File: src/rtl/fft_peak_finder_if.sv
// fft_peak_finder_if: AXI-Stream data channel carrying complex FFT bins.
interface fft_peak_finder_if #(
  parameter int DATA_WIDTH = 48
);
  logic [DATA_WIDTH-1:0] tdata;
  logic                  tvalid;
  logic                  tready;
  logic                  tlast;
  modport master (output tdata, tvalid, tlast, input tready);
  modport slave  (input tdata, tvalid, tlast, output tready);
endinterface

File: src/rtl/fft_peak_finder.sv
// fft_peak_finder: per-frame strongest-bin search over |X|^2 of streamed complex FFT bins.
module fft_peak_finder #(
  parameter int DATA_WIDTH  = 48,
  parameter int NFFT_LOG2   = 10,
  parameter int SEARCH_BINS = 512,
  parameter int SKIP_DC     = 1
)(
  input  logic                  clk,
  input  logic                  rst_n,
  fft_peak_finder_if.slave      s_axis,
  output logic [NFFT_LOG2-1:0]  peak_bin,
  output logic [DATA_WIDTH-1:0] peak_mag,
  output logic                  peak_valid,
  input  logic                  peak_ready,
  output logic                  tlast_early,
  output logic                  tlast_missing
);
  localparam int H = DATA_WIDTH / 2;
  localparam logic [NFFT_LOG2-1:0] LAST = '1;
  localparam logic [NFFT_LOG2-1:0] SD = NFFT_LOG2'(SKIP_DC);
  localparam logic [NFFT_LOG2:0] SB = (NFFT_LOG2 + 1)'(SEARCH_BINS);
  typedef enum logic [1:0] {IDLE, ACCUM, FLUSH, HOLD} state_t;
  state_t state, state_nx;
  logic [NFFT_LOG2-1:0] cnt, b1, b2, b3, best_bin;
  logic signed [H-1:0] re1, im1;
  logic [DATA_WIDTH-1:0] sq_re, sq_im, mag3, best_mag;
  logic v1, v2, v3, l1;
  logic acc, close, take, empty, elig;
  assign acc   = s_axis.tvalid && s_axis.tready;
  assign close = acc && (s_axis.tlast || cnt == LAST);
  assign take  = peak_valid && peak_ready;
  assign empty = !(v1 || v2 || v3);
  assign elig  = v3 && b3 >= SD && {1'b0, b3} < SB;
  always_ff @(posedge clk or negedge rst_n)
    if (!rst_n) state <= IDLE;
    else        state <= state_nx;
  always_comb begin
    state_nx = state;
    state_nx = state == IDLE  ? ACCUM :
               state == ACCUM ? (close ? FLUSH : ACCUM) :
               state == FLUSH ? (empty ? HOLD : FLUSH) :
                                (take ? ACCUM : HOLD);
  end
  always_ff @(posedge clk or negedge rst_n)
    if (!rst_n) begin
      s_axis.tready <= 1'b0;
      cnt           <= '0;
      {v1, v2, v3, l1} <= '0;
      re1 <= '0;
      im1 <= '0;
      {b1, b2, b3} <= '0;
      sq_re <= '0;
      sq_im <= '0;
      mag3  <= '0;
      best_mag <= '0;
      best_bin <= SD;
      peak_valid    <= 1'b0;
      peak_bin      <= '0;
      peak_mag      <= '0;
      tlast_early   <= 1'b0;
      tlast_missing <= 1'b0;
    end else begin
      s_axis.tready <= state_nx == ACCUM;
      if (take) cnt <= '0;
      else if (acc && !close) cnt <= cnt + NFFT_LOG2'(1);
      v1  <= acc;
      re1 <= s_axis.tdata[H-1:0];
      im1 <= s_axis.tdata[DATA_WIDTH-1:H];
      b1  <= cnt;
      l1  <= s_axis.tlast;
      v2    <= v1;
      sq_re <= DATA_WIDTH'(re1) * DATA_WIDTH'(re1);
      sq_im <= DATA_WIDTH'(im1) * DATA_WIDTH'(im1);
      b2    <= b1;
      v3   <= v2;
      mag3 <= sq_re + sq_im;
      b3   <= b2;
      // framing errors are judged from the tagged S1 beat, giving a pulse one edge after acceptance
      tlast_early   <= v1 && l1 && b1 != LAST;
      tlast_missing <= v1 && !l1 && b1 == LAST;
      if (take) begin
        best_mag <= '0;
        best_bin <= SD;
      end else if (elig && mag3 > best_mag) begin
        best_mag <= mag3;
        best_bin <= b3;
      end
      peak_valid <= state_nx == HOLD;
      if (state == FLUSH && empty) begin
        peak_bin <= best_bin;
        peak_mag <= best_mag;
      end
    end
endmodule

File: src/flat_wrapper.sv
// flat-port wrapper written by rule: the top's interface ports become plain ports
module fft_peak_finder_flat 
#(
  parameter int DATA_WIDTH  = 48,
  parameter int NFFT_LOG2   = 10,
  parameter int SEARCH_BINS = 512,
  parameter int SKIP_DC     = 1
)
  (clk, rst_n, peak_bin, peak_mag, peak_valid, peak_ready, tlast_early, tlast_missing, s_axis_tdata, s_axis_tvalid, s_axis_tlast, s_axis_tready);
  fft_peak_finder_if #(.DATA_WIDTH(DATA_WIDTH)) s_axis_i ();
  input  logic clk;
  input  logic rst_n;
  output logic [NFFT_LOG2-1:0] peak_bin;
  output logic [DATA_WIDTH-1:0] peak_mag;
  output logic peak_valid;
  input  logic peak_ready;
  output logic tlast_early;
  output logic tlast_missing;
  input wire logic [$bits(s_axis_i.tdata)-1:0] s_axis_tdata;
  input wire logic [$bits(s_axis_i.tvalid)-1:0] s_axis_tvalid;
  input wire logic [$bits(s_axis_i.tlast)-1:0] s_axis_tlast;
  output wire logic [$bits(s_axis_i.tready)-1:0] s_axis_tready;
  assign s_axis_i.tdata = s_axis_tdata;
  assign s_axis_i.tvalid = s_axis_tvalid;
  assign s_axis_i.tlast = s_axis_tlast;
  assign s_axis_tready = s_axis_i.tready;
  fft_peak_finder #(.DATA_WIDTH(DATA_WIDTH), .NFFT_LOG2(NFFT_LOG2), .SEARCH_BINS(SEARCH_BINS), .SKIP_DC(SKIP_DC)) u_core (.clk(clk), .rst_n(rst_n), .s_axis(s_axis_i), .peak_bin(peak_bin), .peak_mag(peak_mag), .peak_valid(peak_valid), .peak_ready(peak_ready), .tlast_early(tlast_early), .tlast_missing(tlast_missing));
endmodule
File: config.mk
export PLATFORM = sky130hd
export DESIGN_NAME = fft_peak_finder_flat
export DESIGN_NICKNAME = d
export VERILOG_FILES = /design/src/rtl/fft_peak_finder_if.sv /design/src/rtl/fft_peak_finder.sv /design/src/flat_wrapper.sv
export SDC_FILE = /design/constraint.sdc
export NUM_CORES = 2
export LEC_CHECK = 0
export BUFFER_PORTS_ARGS = -buffer_cell sky130_fd_sc_hd__buf_2
export CAP_MARGIN = 20
export CORE_MARGIN = 4
export CORE_UTILIZATION = 50
export CTS_CLUSTER_DIAMETER = 150
export CTS_CLUSTER_SIZE = 14
export DETAILED_ROUTE_END_ITERATION = 12
export PLACE_DENSITY = 0.66
export SYNTH_ARGS = -nofsm -noshare
export SYNTH_HDL_FRONTEND = slang
export SYNTH_SLANG_ARGS = --single-unit
File: constraint.sdc
create_clock -name clk -period 8.37 [get_ports clk]
set_input_delay 0.4185 -clock clk [delete_from_list [all_inputs] [get_ports clk]]
set_output_delay 0.4185 -clock clk [all_outputs]
set_load 0.01 [all_outputs]
After elaboration in Yosys (flattened, before gate mapping):

Index checks and enable logic that the tools add are counted.

* flip-flop bits (word level): 358
* bits in read-only memories: 0
* input bits: 53
* bits in writable memories: 0
* word-level logic and storage cells: 69
* bits in latches: 0
* output and inout port bits: 62
* memories: 0

* multiply operators: 2
* add/subtract/negate cells: 2
* mux-type cells: 12
* reduce and logical (&&, ||, !) cells: 21
* shift operators: 0
* order comparisons: 3
* divide/modulo/power cells: 0
* eq/ne operators: 7
* bitwise gates (word level): 0

Operator list (number)
* 24-bit by 24-bit multiplier with 48-bit output: 2
* 48-bit two-way mux: 2
* 48-bit adder: 1
* 48-bit greater-than comparator: 1
* 10-bit two-way mux: 4
* 10-bit equality test, second input constant: 2
* 1-bit logical AND: 12
* 10-bit by 1-bit adder with 10-bit output, second input constant: 1
* 10-bit by 1-bit >= comparator with 1-bit output, second input constant: 1
* 10-bit < comparator, second input constant: 1
* 2-bit two-way mux: 5
* 10-bit inequality test, second input constant: 1
* 2-bit by 1-bit equality test with 1-bit output, second input constant: 2
* 2-bit equality test, second input constant: 2
* 2-bit nonzero test: 2
* 1-bit zero test: 3
* 1-bit logical OR: 3
* 2-bit zero test: 1
* 1-bit two-way mux: 1

Longest topological paths before layout:

* depth in word-level cells: 7
* depth in mapped cells: 27
* gate-level depth less buffers: 25

Worst setup path before layout:

No wires, ideal clock.

* kind: register -> register
* start: register u_core.re1[23]
* end: register u_core.sq_re[45]
* clock period less this slack: 7166 ps
* required time: 8242 ps
* library setup time: 128 ps
* data arrival time: 7038 ps
* buffers on the path: 2
* setup slack: 1204 ps
* stages on the path, launching flop included: 26
* path through: dfrtp_1 > clkbuf_1 > clkbuf_1 > nand2_1 > inv_1 > fa_1 > fa_1 > inv_1 > fa_1 > inv_1 > fa_1 > fa_1 > fa_1 > inv_1 > fa_1 > inv_1 > ha_1 > a21oi_1 > o21ai_1 > a21o_1 > a221o_1 > o211ai_4 > a2111oi_4 > o41ai_4 > mux2i_1 > nand3_1

* word-level cells in the longest chain between the ends: 1

RTL lines
* start: declaration: line fft_peak_finder.sv:25 `logic signed [H-1:0] re1, im1;`
* start signal: assignment: line fft_peak_finder.sv:67 `re1 <= s_axis.tdata[H-1:0];`
* 24-bit by 24-bit multiplier with 48-bit output: line fft_peak_finder.sv:72 `sq_re <= DATA_WIDTH'(re1) * DATA_WIDTH'(re1);`
* end signal: assignment: line fft_peak_finder.sv:72
* end: declaration: line fft_peak_finder.sv:26 `logic [DATA_WIDTH-1:0] sq_re, sq_im, mag3, best_mag;`

Every way passes these cells.
A chain may end at the register's enable or synchronous reset.

Worst setup path after layout:

* start: register u_core.im1[16]
* end: register u_core.sq_im[45]

* word-level cells in the longest chain between the ends: 1

RTL lines
* start: declaration: line fft_peak_finder.sv:25
* start signal: assignment: line fft_peak_finder.sv:68 `im1 <= s_axis.tdata[DATA_WIDTH-1:H];`
* 24-bit by 24-bit multiplier with 48-bit output: line fft_peak_finder.sv:73 `sq_im <= DATA_WIDTH'(im1) * DATA_WIDTH'(im1);`
* end signal: assignment: line fft_peak_finder.sv:73
* end: declaration: line fft_peak_finder.sv:26

Every way passes these cells.

==> results.md <==
Finish:
- In the layout the commonest cells are 1,367 x sky130_fd_sc_hd__inv_1, 1,110 x sky130_fd_sc_hd__fa_1, 468 x sky130_fd_sc_hd__nand2_1, 385 x sky130_fd_sc_hd__ha_1, 355 x sky130_fd_sc_hd__dfrtp_1.
- The cell area after layout is 56,100 um^2.
- After the last flow step, the layout net total stands at 6,894.
- Cells with a size suffix above 1 make up 5.037% of the layout.
- After filler insertion, the fill cell instance count of the layout stands at 9,260.
- Compared with the post-synthesis result, the final layout area differs by 6.971%.
- The final core utilization is 54.05%.
- The most frequent standard cell in the layout excluding fill and tap cells is sky130_fd_sc_hd__inv_1.

Timing:
- After layout, the worst path uses 92.47% of the clock period.
- The clock arrives with 24.49 ps of skew.
- Measured against its own limit, the worst slew margin works out to 26.59%.
- The actual slew at the worst max-slew pin is 1087 ps.
- For the finished layout, the period the worst path requires is 7740 ps.
- The number of hold-slack violations in the final timing report is 0.
- The total setup violations reported at the end of the flow is 0.
- Setup slack closes at 630.1 ps.
- Setup repair after global routing left no endpoint under its margin.
- The maximum clock frequency is 129.2 MHz.
- The max-slew violation count is 0.
- After routing, the total negative slack on setup checks comes to 0 ps.

Yosys:
- Synthesis instantiated 84 different standard cells from the library.
- The number of warnings reported in the yosys synthesis log is 0.
- The cell count after synthesis came out at 5,247.
- In the synthesized netlist the dominant register cell turns out to be sky130_fd_sc_hd__dfrtp_1.
- The per-instance average area after synthesis is 9.995 um^2.
- The number of flops mapped to enable cells by yosys is 0.
- The post-synthesis net count is 6,795.
- The share of flip-flops with an asynchronous set or reset is 100.0%.
- After synthesis, flip-flops and latches occupy 16.99% of the total area.
- The synthesized design contains 356 register bits.
- The mapped netlist covers 52,440 um^2.

Routing:
- The remaining antenna violation count after routing is 0.
- The detailed-route wire length is 116.6 mm.
- Dividing the detail-routed wire length by the instance count gives 17.30 um.
- The detailed router finished its first iteration with 1,814 violations.
- For this run, design rule violations remaining after detail routing come to 0.
- The via count normalized by instance count is 5.190.
- For this run, the detailed router's first-pass iteration total came to 5.
- The vias after detailed routing is 34,990.

Worst setup path:
- The worst path arrival time is 8220 ps.
- The worst setup path is captured at a flop.
- Data on the critical path is required at its endpoint by 8850 ps.
- The slowest stage of the critical path is the sky130_fd_sc_hd__dfrtp_1 cell.
- Walking the worst path, the cells encountered are inv_1 > nor2_1 > fa_1 > fa_1 > inv_1 > fa_1 > fa_1 > inv_1 > fa_1 > fa_1 > inv_1 > fa_1 > inv_1 > ha_1 > a22o_1 > nor4_1 > o21ai_0 > nand2_1 > o21ai_1 > a211oi_1 > buf_4 > o21ai_1 > o311ai_1.
- The cell type with the highest occurrence count on the critical path is sky130_fd_sc_hd__fa_1.
- The maximum cell stage delay along the critical path is 940 ps.
- The startpoint identified for the worst register-to-register timing path is u_core.im1[16].
- For flop-to-flop paths, the worst setup slack is 630 ps.
- The classification of the worst setup path is flop to flop.
- The count of cells along the worst register-to-register path is 23.
- STA classifies the critical path startpoint as a flop.
- The category of cells accounting for the largest share of critical-path delay is adder cells.
- Together, buffers and inverters on the worst path number 6.
- The critical path crosses 23 cells after its start point.
- Along the worst path, the maximum fanout reaches 16.
- The endpoint identified for the worst register-to-register timing path is u_core.sq_im[45].

Clock tree:
- The number of sinks handled by clock tree synthesis is 356.
- The clock latency on the worst-skew pair is 630 ps.
- The post-CTS repair timing setup buffer count is 0.
- The maximum buffer depth of the clock tree is 3.
- CTS built an H-tree with a depth of 1.
- The number of clock buffers inserted by TritonCTS is 31.
- TritonCTS built the clock tree.
- Once the clock tree was built, the resizer swapped 0 gates to a different size.
- After clock tree synthesis, the clock-pin slew on the worst setup and hold paths is 70 ps.
- The hold buffer count at cts is 50.
- The CTS root buffer is sky130_fd_sc_hd__clkbuf_16.

Die:
- The region available for standard cell placement spans 103,800 um^2.
- For this configuration, the core starts out at a cell density of 50.53%.
- The vertical die dimension is 331.9 um.
- In this run the horizontal extent of the chip is 331.9 um.
- In this run the count of I/O pins placed on the die edge is 115.
- After floorplanning, the core was divided into 118 placement rows.
- The die covers 110,100 um^2.

Placement:
- The placement-stage cell area is 54,640 um^2.
- The total of buffers placed on input and output ports is 114.
- The detailed-placement wirelength estimate is 97.52 mm.
- The post-place setup slack is 750.9 ps.
- Routability-driven placement finished with a final weighted congestion of 0.8852.

GRT:
- Entering global routing, the biggest net connects 106 pins.
- For this run the aggregate overflow at the end of global routing stands at 0.
- The initial antenna violation count is 4.
- The global-route wire length before repair is 195.4 mm.
- The number of global-route vias before repair is 38,510.
- The overall fraction of global-route tracks in use is 21.96%.

Min path:
- The worst hold path was traced through 3 stages.
- The path with the worst hold slack has its endpoint at u_core.best_bin[0].
- The min-delay analysis places its worst path in the category input pin to flop.
- The startpoint of the worst hold path is peak_ready.

Job:
- The total of max-cap violations is 0.

Status:
- The flow ran to the end, and the final reports show no timing, DRC or antenna violations.
## per-layer routing
metal  up-vias  GRT usage [%]  routed length [um]  part of all wire [%]
li1      15980              -                   -                     -
met1     18070          28.59               47160                    40
met2       738          38.91               59930                    51
met3       200          2.684                5808                   5.0
met4         0          6.096                3742                   3.2
met5         -              0                   0                     0
## flip-flops by register name, summed over array words and instances, names as in the netlist, 2 cells and up
register / cells
u_core.peak_bin: 10
u_core.b3: 10
u_core.cnt: 10
u_core.im1: 24
u_core.mag3: 48
u_core.sq_re: 47
u_core.re1: 24
u_core.b1: 10
u_core.sq_im: 47
u_core.b2: 10
u_core.best_bin: 10
u_core.state: 2
u_core.peak_mag: 48
u_core.best_mag: 48
## kinds of logic (layout without fill, tap and decap cells)
group	Yosys count	after routing	share of synthesized area [%]
flops	356	356	16.99
buf+inv	1530	1643	10.97
xor+xnor	164	164	2.739
other cells	0	2	0
simple gates	1078	1078	9.832
compound gates	603	603	7.480
mux	21	21	0.4318
fa+ha+maj	1495	1495	51.56
## cells in the mapped netlist, types with 4 or more instances
cell,instances,area [um^2]
sky130_fd_sc_hd__xnor2_1,114,998.5
sky130_fd_sc_hd__a211oi_1,18,135.1
sky130_fd_sc_hd__nor4_1,7,43.79
sky130_fd_sc_hd__a21o_1,102,765.7
sky130_fd_sc_hd__nand3_1,97,485.5
sky130_fd_sc_hd__nand3b_1,5,37.54
sky130_fd_sc_hd__or3_1,6,37.54
sky130_fd_sc_hd__nand4_1,27,168.9
sky130_fd_sc_hd__inv_1,1367,5131
sky130_fd_sc_hd__nor3_1,34,170.2
sky130_fd_sc_hd__o211ai_1,5,37.54
sky130_fd_sc_hd__a221o_1,4,40.04
sky130_fd_sc_hd__and4_1,9,78.83
sky130_fd_sc_hd__o31ai_1,5,37.54
sky130_fd_sc_hd__dfrtp_1,355,8884
sky130_fd_sc_hd__o21a_1,25,187.7
sky130_fd_sc_hd__clkbuf_1,152,570.6
sky130_fd_sc_hd__a211oi_2,5,62.56
sky130_fd_sc_hd__nor2b_1,46,287.8
sky130_fd_sc_hd__o21ai_0,151,755.7
sky130_fd_sc_hd__o21bai_1,18,135.1
sky130_fd_sc_hd__a21oi_1,171,855.8
sky130_fd_sc_hd__buf_1,8,30.03
sky130_fd_sc_hd__mux2i_1,8,80.08
sky130_fd_sc_hd__nand2b_1,18,112.6
sky130_fd_sc_hd__a31oi_1,15,93.84
sky130_fd_sc_hd__fa_1,1110,22220
sky130_fd_sc_hd__nand2_1,468,1757
sky130_fd_sc_hd__o21ai_1,9,45.04
sky130_fd_sc_hd__a21boi_0,8,60.06
sky130_fd_sc_hd__nor2_1,122,457.9
sky130_fd_sc_hd__xor2_1,50,437.9
sky130_fd_sc_hd__mux2_2,13,146.4
sky130_fd_sc_hd__a31o_2,5,43.79
sky130_fd_sc_hd__and2_1,203,1270
sky130_fd_sc_hd__a211o_1,8,70.07
sky130_fd_sc_hd__and3_1,23,143.9
sky130_fd_sc_hd__ha_1,385,4817
## layout make-up
cell class / count / area (um^2) / share of cell area, %
diodes: 2 / 5.005 / 0.008921
multi-input cells: 3361 / 37810 / 67.40
inverters: 1367 / 5131 / 9.147
clock buffers: 43 / 840.8 / 1.499
flip-flops and latches: 356 / 8910 / 15.88
well taps: 1380 / 1727 / 3.078
clock inverters: 4 / 41.29 / 0.07360
repair buffers: 229 / 1634 / 2.913
## tightest hold or removal path: stages
cell,delay (ps)
sky130_fd_sc_hd__buf_2,90
sky130_fd_sc_hd__nand2_1,60
sky130_fd_sc_hd__nand3_1,70
## per-stage QoR
stage	instances	hold WS [ps]
finish	6742	63.38
global route	6740	52.33
global placement	6639	331.4
detailed placement	6640	335.6
CTS	6737	15.20
floorplan	5247	122.9
## worst max-delay path by stage
stage	slack, ps	from	end
after floorplan	1200	u_core.re1[23]	u_core.sq_re[45]
after global placement	840	u_core.im1[6]	u_core.sq_im[45]
after detailed placement	750	u_core.re1[23]	u_core.sq_re[45]
after CTS	690	u_core.im1[23]	u_core.sq_im[46]
after global routing	240	u_core.im1[16]	u_core.sq_im[45]
final	630	u_core.im1[16]	u_core.sq_im[45]
Power is left out: the tool's default activity adds up to more than one toggle a clock period on the data nets, which glitch-free logic cannot reach.
